File: config.mk
export PLATFORM = sky130hd
export DESIGN_NAME = switch_allocator
export DESIGN_NICKNAME = d
export VERILOG_FILES = /design/src/rtl/router_pkg.sv /design/src/rtl/rr_arb3.sv /design/src/rtl/switch_allocator.sv
export SDC_FILE = /design/constraint.sdc
export NUM_CORES = 1
export LEC_CHECK = 0
export BUFFER_PORTS_ARGS = -buffer_cell sky130_fd_sc_hd__buf_4
export CAP_MARGIN = 0
export CORE_UTILIZATION = 45
export CTS_BUF_LIST = sky130_fd_sc_hd__clkbuf_4
export DETAILED_ROUTE_END_ITERATION = 16
export MAX_ROUTING_LAYER = met4
export PLACE_DENSITY_LB_ADDON = 0.05
export SLEW_MARGIN = 20
export SYNTH_ARGS = -nofsm -noshare
export SYNTH_HDL_FRONTEND = slang
export SYNTH_SLANG_ARGS = --single-unit
export TNS_END_PERCENT = 50
File: constraint.sdc
create_clock -name clk -period 2.8 [get_ports clk]
set_input_delay 0.56 -clock clk [delete_from_list [all_inputs] [get_ports clk]]
set_output_delay 0.56 -clock clk [all_outputs]
set_load 0.1 [all_outputs]
File: src/rtl/router_pkg.sv
// Shared router constants: direction/select codes, port bit indices and allocator FSM states.
package router_pkg;

    localparam logic [1:0] DIR_NONE  = 2'b00;
    localparam logic [1:0] DIR_X     = 2'b01;
    localparam logic [1:0] DIR_Y     = 2'b10;
    localparam logic [1:0] DIR_LOCAL = 2'b11;

    localparam int PORT_X     = 2;
    localparam int PORT_Y     = 1;
    localparam int PORT_LOCAL = 0;

    typedef enum logic {IDLE = 1'b0, LOCKED = 1'b1} alloc_state_e;

    // One-hot port-bit mask for a select code; NONE maps to no port.
    function automatic logic [2:0] port_mask(input logic [1:0] code);
        return (code == DIR_NONE) ? 3'b000 : (3'b001 << (~code));
    endfunction

    // Round-robin successor in the X -> Y -> LOCAL -> X search order.
    function automatic logic [1:0] next_dir(input logic [1:0] code);
        return (code == DIR_LOCAL) ? DIR_X : code + 2'd1;
    endfunction

endpackage

File: src/rtl/rr_arb3.sv
// Three-way round-robin pick for one output: search starts at ptr and the first requester wins.
module rr_arb3
    import router_pkg::*;
(
    input  logic [2:0] req,
    input  logic [1:0] ptr,
    output logic [1:0] winner,
    output logic       gnt
);

    logic [1:0] cand;

    always_comb begin
        winner = DIR_NONE;
        gnt    = 1'b0;
        cand   = (ptr == DIR_NONE) ? DIR_X : ptr;
        for (int j = 0; j < 3; j++) begin
            if (!gnt && |(req & port_mask(cand))) begin
                gnt    = 1'b1;
                winner = cand;
            end
            cand = next_dir(cand);
        end
    end

endmodule

File: src/rtl/switch_allocator.sv
// Wormhole output allocator for the 3-port router: one IDLE/LOCKED FSM and rr_arb3 per output.
// Optional idle-lock watchdog enabled by defining ALLOC_TIMEOUT_EN.
module switch_allocator
    import router_pkg::*;
#(
    parameter int TIMEOUT = 64
) (
    input  logic       clk,
    input  logic       rst_n,
    input  logic [2:0] in_valid,
    input  logic [1:0] in_dir_x,
    input  logic [1:0] in_dir_y,
    input  logic [1:0] in_dir_local,
    input  logic [2:0] in_tail,
    input  logic [2:0] out_ready,
    output logic [2:0] in_ready,
    output logic [2:0] out_valid,
    output logic [1:0] sel_x,
    output logic [1:0] sel_y,
    output logic [1:0] sel_local,
    output logic [2:0] fail
`ifdef ALLOC_TIMEOUT_EN
    ,
    output logic [2:0] timeout_err
`endif
);

    if (TIMEOUT < 1 || TIMEOUT > 255) begin : g_bad_timeout
        $error("switch_allocator: TIMEOUT must be 1..255");
    end

    logic [2:0][1:0] dir;
    logic [2:0][1:0] owner;
    logic [2:0][1:0] sel;
    logic [2:0]      locked;
    logic [2:0]      busy;

    assign dir[PORT_X]     = in_dir_x;
    assign dir[PORT_Y]     = in_dir_y;
    assign dir[PORT_LOCAL] = in_dir_local;

    // An input already holding an output may not request another.
    always_comb begin
        busy     = '0;
        in_ready = '0;
        for (int o = 0; o < 3; o++) begin
            if (locked[o]) begin
                busy     = busy | port_mask(owner[o]);
                in_ready = in_ready | (port_mask(owner[o]) & {3{out_ready[o]}});
            end
        end
    end

    assign fail = in_valid & ~in_ready;

    for (genvar o = 0; o < 3; o++) begin : g_out
        localparam logic [1:0] CODE = 2'(3 - o);

        alloc_state_e state;
        logic [1:0]   own_q, ptr_q, win;
        logic [2:0]   req;
        logic         gnt, src_valid, src_tail, xfer, tmo;

        always_comb begin
            req = '0;
            for (int i = 0; i < 3; i++)
                req[i] = in_valid[i] && !busy[i] && (dir[i] == CODE);
        end

        rr_arb3 u_arb (
            .req    (req),
            .ptr    (ptr_q),
            .winner (win),
            .gnt    (gnt)
        );

        assign locked[o]    = (state == LOCKED);
        assign owner[o]     = own_q;
        assign src_valid    = |(in_valid & port_mask(own_q));
        assign src_tail     = |(in_tail & port_mask(own_q));
        assign xfer         = locked[o] && src_valid && out_ready[o];
        assign out_valid[o] = locked[o] && src_valid;
        assign sel[o]       = locked[o] ? own_q : DIR_NONE;

`ifdef ALLOC_TIMEOUT_EN
        logic [7:0] cnt;
        logic       starved;

        // Only an absent owner flit counts; downstream backpressure never does.
        assign starved        = locked[o] && !src_valid;
        assign tmo            = starved && (cnt == 8'(TIMEOUT - 1));
        assign timeout_err[o] = tmo;

        always_ff @(posedge clk or posedge rst_n) begin
            if (rst_n)               cnt <= '0;
            else if (!locked[o])     cnt <= '0;
            else if (xfer || tmo)    cnt <= '0;
            else if (starved)        cnt <= cnt + 8'd1;
        end
`else
        assign tmo = 1'b0;
`endif

        // Pointer moves past the winner at grant, so a released owner ranks last next time.
        always_ff @(posedge clk or posedge rst_n) begin
            if (rst_n) begin
                state <= IDLE;
                own_q <= DIR_NONE;
                ptr_q <= DIR_X;
            end else if (!locked[o]) begin
                if (gnt) begin
                    state <= LOCKED;
                    own_q <= win;
                    ptr_q <= next_dir(win);
                end
            end else if ((xfer && src_tail) || tmo) begin
                state <= IDLE;
                own_q <= DIR_NONE;
            end
        end
    end

    assign sel_x     = sel[PORT_X];
    assign sel_y     = sel[PORT_Y];
    assign sel_local = sel[PORT_LOCAL];

endmodule

==> results of run 1 <==
## metrics by stage
| step | hold WS (ns) | utilization | setup WS (ns) | total power [mW] |
|---|---|---|---|---|
| after floorplan | 0.4496 | - | -0.1739 | 1.520 |
| after global placement | 0.4714 | 0.5947 | 0.5058 | 1.762 |
| final | 0.3476 | 0.6055 | 0.4046 | 1.916 |
| after CTS | 0.3645 | 0.6055 | 0.3928 | 1.924 |
| after detailed placement | 0.4781 | 0.5947 | 0.4034 | 1.784 |
| after global routing | 0.3812 | 0.6055 | 0.2860 | 2.023 |
## power by group
group	leakage [nW]	internal [mW]	switching, mW	total (mW)
combinational	0.566	0.392	0.929	1.32
sequential	0.177	0.314	0.145	0.459
clock	0.0184	0.0648	0.0709	0.136
## worst paths after layout
| check | endpoint | slack [ns] | cells after the start |
|---|---|---|---|
| worst max-delay path | g_out[2].ptr_q[1] | 0.40 | 7 |
| worst min-delay path | g_out[2].own_q[1] | 0.35 | 2 |
| worst max register to register | g_out[2].ptr_q[1] | 0.40 | 7 |
| worst min register to register | g_out[2].ptr_q[0] | 0.49 | 2 |
| max in group asynchronous | g_out[1].own_q[0] | 2.05 | 2 |
| min in group clk | g_out[2].ptr_q[0] | 0.49 | 2 |
## worst register-to-register path, cell delays in order (launching register included)
cell	delay (ns)
dfrtp_1	0.50
and3b_1	0.28
or4_4	0.58
o2111a_1	0.25
o21ai_0	0.21
inv_1	0.08
ha_1	0.29
mux2i_1	0.13
## per-layer routing
metal  GRT usage  vias up
met5           -        -
met3     0.01613        6
met1      0.3154      614
met4     0.06620        0
li1            -      624
met2      0.3882       44
## cell usage in the layout (no fill, tap or decap), types with 2 or more instances in the layout
cell      Yosys  routed
o21ai_0       3       3
or4_4         3       3
nor2_4        0       2
nand4_1       2       2
nand3b_1      2       2
o221ai_4      0       2
a21oi_1       3       3
nand2_1      11      11
mux2i_1      11      11
clkbuf_4      0       4
buf_4         0      32
ha_1          3       3
nor2_1        5       2
mux2_2        5       5
dfstp_2       3       3
and2_2        0       2
nand4b_1      2       2
nand3_1      12      12
and2_1        6       3
a22oi_1       4       4
a31o_1        2       2
a22o_1        4       4
dfrtp_1      12      12
a21o_1        4       4
and3b_1       6       6
nor2b_1       5       5
inv_1        18      18
## state kept, by name (all words and copies together), names as in the netlist
signal	flops
g_out.own_q	6
g_out.ptr_q	6
g_out.state	3
## area by class of cell
class,instances,share of cell area
clock buffer,4,0.01783
multi-input combinational,113,0.5513
tap,31,0.02303
inverter,18,0.04012
sequential,15,0.2251
timing repair buffer,32,0.1426
## logic make-up after synthesis
| logic type | synth area share |
|---|---|
| flip-flops | 0.2829 |
| multiplexers | 0.1242 |
| buffers and inverters | 0.06722 |
| AND/OR/NAND/NOR | 0.2867 |
| AO/OA/AOI/OAI | 0.2110 |
| adder cells (fa/ha/maj) | 0.02801 |
==> results.tsv, run 1 <==
metric	value	unit
status	finished, final reports clean	
nNetsFinal	203	
max-slew-margin-rel	0.5906	
synth_top_flop_cell	dfrtp_1	
cpPeakStageDelay	0.58	ns
hold_violations	0	
period_minus_slack	2.395	ns
pwr_density_cell	1137	nW/um^2
required	3.01	ns
antenna_found_initial	0	
dp_hpwl	2765	um
synth_nets	171	
cp_cell_sequence	and3b_1, or4_4, o2111a_1, o21ai_0, inv_1, ha_1, mux2i_1	
multi_input_area	928.4	um^2
synth.largest_area_cell	dfrtp_1	
drive_above_1_share	0.3352	
ys_ff_latch	15	
critPathLaunchType	flip-flop	
worstSkewPairLatency	0.28	ns
top_layer	met4	
drc	0	
crit_path_end_kind	flip-flop	
crit_start	g_out[0].own_q[1]	
max_cap_violations	0	
cts_resized	0	
routed_wl	3421	um
seqCellArea	379.1	um^2
placed_cells	209	
dieArea	3200	um^2
final_cell_area	1684	um^2
r2r_start	g_out[0].own_q[1]	
num_rows	19	
postCtsHoldBufs	0	
cp.arrival	2.60	ns
grt_max_degree	16	
wl_per_cell	16.06	um
start_util	0.4818	
overflow	0	
period_share	0.8555	
num_io_pins	32	
critical_path_class	flip-flop to flip-flop	
synth.area.top_cells	dfrtp_1 22%, mux2i_1 8.2%, dfstp_2 5.9%	
rsz0062_at_grt	false	
ctsLongestPathBuffers	2	
met3_length	153	um
cts_tree	done	
firstDrtPassIters	4	
ys_seq_area_frac	0.2829	
final_max_slew_viol_count	0	
worst_slew_pin_slew	0.6134	ns
fill_cells	253	
fin_cells	213	
port_buffers	31	
finalSetupViolations	0	
fmax	417.5	MHz
postRouteAntennaNets	0	
clock-sinks	15	
yosysUniqueCellTypes	43	
avgSynthCellArea	8.874	um^2
synth_top_area_share	0.2241	
finalClockSkew	0.003401	ns
cts_buffers	3	
gp_congestion	0.8713	
viasPerCell	6.047	
p_leak	0.7611	nW
ir_worst_vdd	0.0009451	V
antenna_cells	0	
die_y	56.57	um
path_max_fanout	9	
root_buffer	clkbuf_4	
netlist_area	1340	um^2
async_flop_share	1.000	
wl_met2	1624	um
h-tree-depth	1	
synth_warnings	0	
core-area	2781	um^2
wl_met1	1591	um
cpMaxStageDelayCell	or4_4	
grt_pass1_wl	5885	um
synthTopCellsByCount	18 x inv_1, 12 x dfrtp_1, 12 x nand3_1	
grt_usage	0.2365	
dr.first_iter.drc_count	54	
die_w	56.57	um
cts.clk_slew.worst_paths	0.10	ns
syn_to_final_growth	25.68	%
post_cts_buffers	0	
syn_inst	151	
vias	1288	
first_global_vias	1305	
critPathTopFamily	simple AND/OR/NAND/NOR gates	
tns	0	ns
hold_path_class	input port to async pin	
path_buf_inv	1	
yosysMostFrequentCell	inv_1	
placed_cell_area	1654	um^2
synth_edf_count	0	
No activity file was read; power rests on OpenSTA's default activity.
==> run 2, diff against run 1 <==
MAX_ROUTING_LAYER = unset   (was met4)
==> run 2 against run 1 <==
  * Worst setup slack gained 0.033 ns
  * Register-to-register slack better by 0.03 ns
  * Non-clock buffer count unchanged
  * Core utilization unchanged
  * Count of clock-buffer cells in the layout is the same
  * Global-route usage is 1.2 points lower
  * Combinational power about the same
  * First-iteration DRC count unchanged
  * Via count unchanged
  * Total power is 0.18% lower
==> results.tsv, run 2 (synthesis gave the netlist of run 1 again) <==
metric	value	unit	change
status	finished, final reports clean		
num_io_pins	32		unchanged
pwr_density_cell	1135	nW/um^2	-0.18%
final_max_slew_viol_count	0		unchanged
drive_above_1_share	0.3352		unchanged
hold_ws	0.3132	ns	-0.03441 ns
grt_max_degree	16		unchanged
core-area	2781	um^2	unchanged
placed_cell_area	1654	um^2	unchanged
r2r_cells	7		unchanged
syn_to_final_growth	25.68	%	unchanged
critical_path_class	flip-flop to flip-flop		
ir_worst_vdd	0.0009550	V	+1.0%
path_max_fanout	9		unchanged
finalSetupViolations	0		unchanged
grt_usage	0.2250		-0.01150
final_cell_area	1684	um^2	unchanged
gp_congestion	0.8587		-1.4%
swShare	0.5967		-0.0009740
dp_hpwl	2705	um	-2.2%
first_global_vias	1216		-6.8%
start_util	0.4818		unchanged
p_leak	0.7611	nW	unchanged
cts_buffers	3		unchanged
root_buffer	clkbuf_4		
dr.first_iter.drc_count	54		unchanged
viasPerCell	6.047		unchanged
ctsLongestPathBuffers	2		unchanged
h-tree-depth	1		unchanged
dieArea	3200	um^2	unchanged
routed_wl	3336	um	-2.5%
period_share	0.8437		-0.01183
r2r-end	g_out[2].ptr_q[1]		
critPathLaunchType	flip-flop		
required	3.03	ns	+0.02 ns
max-slew-margin-rel	0.6322		+0.04159
period_minus_slack	2.362	ns	-0.03314 ns
worstSkewPairLatency	0.29	ns	about the same
total_power	1.912	mW	-0.18%
fill_cells	249		-1.6%
post_cts_buffers	0		unchanged
r2r_start	g_out[0].own_q[1]		
antenna_cells	0		unchanged
port_buffers	31		unchanged
wl_per_cell	15.66	um	-2.5%
crit_path_end_kind	flip-flop		
cts.clk_slew.worst_paths	0.09	ns	about the same
cp.arrival	2.59	ns	about the same
grt_pass1_wl	5644	um	-4.1%
clkPwrFrac	0.072		about the same
final_cell_mix	32 x buf_4, 18 x inv_1, 12 x nand3_1, 12 x dfrtp_1		
drc	0		unchanged
hold_violations	0		unchanged
worst_slew_pin_slew	0.5377	ns	-0.07562 ns
top_regs	g_out.own_q (6), g_out.ptr_q (6), g_out.state (3)		
finalClockSkew	0.005071	ns	+0.001670 ns
rsz0062_at_grt	false		
postRouteAntennaNets	0		unchanged
switching_power	1.141	mW	-0.35%
intPower	771.2	uW	about the same
cts_resized	0		unchanged
die_w	56.57	um	unchanged
firstDrtPassIters	4		unchanged
num_rows	19		unchanged
final_common_cell	buf_4		
antenna_found_initial	0		unchanged
hold_path_class	input port to async pin		
max_cap_violations	0		unchanged
overflow	0		unchanged
post-route-util	0.6055		unchanged
nNetsFinal	203		unchanged
vias	1288		unchanged
cts_tree	done		
clock-sinks	15		unchanged
power_frac_comb	0.689		about the same
postCtsHoldBufs	0		unchanged
fmax	423.3	MHz	+1.4%
die_y	56.57	um	unchanged
r2r_slack	0.44	ns	+0.03 ns
seqPwrFrac	0.239		about the same
## run 2: layout make-up
type	instances	area, um^2	share of cell area
Clock buffer	4	30.03	0.01783
Inverter	18	67.56	0.04012
Multi-Input combinational cell	113	928.4	0.5513
Sequential cell	15	379.1	0.2251
Tap cell	31	38.79	0.02303
Timing Repair Buffer	32	240.2	0.1426
## run 2: worst max-delay path by stage
stage,from,end,slack [ns],cells past startpoint
final,g_out[0].own_q[1],g_out[2].ptr_q[1],0.44,7
after global routing,g_out[0].own_q[1],g_out[2].ptr_q[1],0.27,7
after CTS,g_out[0].own_q[1],fail[1],0.43,5
after detailed placement,g_out[0].own_q[1],g_out[2].ptr_q[1],0.46,7
after global placement,g_out[0].own_q[1],g_out[2].ptr_q[1],0.51,7
after floorplan,g_out[0].state,fail[2],-0.17,5
## run 2: power by group through the flow
| stage | logic [mW] | registers, mW | clock network [mW] |
|---|---|---|---|
| after detailed placement | 1.32 | 0.461 | 0 |
| after global placement | 1.30 | 0.456 | 0 |
| final | 1.32 | 0.457 | 0.137 |
| after global routing | 1.39 | 0.481 | 0.147 |
| after CTS | 1.32 | 0.456 | 0.141 |
| after floorplan | 1.15 | 0.373 | 0 |
## run 2: per-stage QoR
stage,cells,TNS (ns),worst slack (ns)
2_1_floorplan,151,-0.2602,-0.1739
3_3_place_gp,209,0,0.5148
3_5_place_dp,209,0,0.4580
4_1_cts,213,0,0.4341
5_1_grt,213,0,0.2719
6_report,213,0,0.4378
## run 2: layer usage
| metal | share of wire | vias to the layer above | track usage |
|---|---|---|---|
| met5 | 0 | - | 0 |
| met4 | 0.014 | 0 | 0.08362 |
| met3 | 0.058 | 5 | 0.02074 |
| met2 | 0.46 | 56 | 0.3647 |
| met1 | 0.46 | 605 | 0.3101 |
| li1 | - | 622 | - |
## run 2: critical path, stage by stage, from the launching register on
cell,delay (ns)
dfrtp_1,0.50
and3b_1,0.28
or4_4,0.58
o2111a_1,0.24
o21ai_0,0.21
inv_1,0.07
ha_1,0.29
mux2i_1,0.12
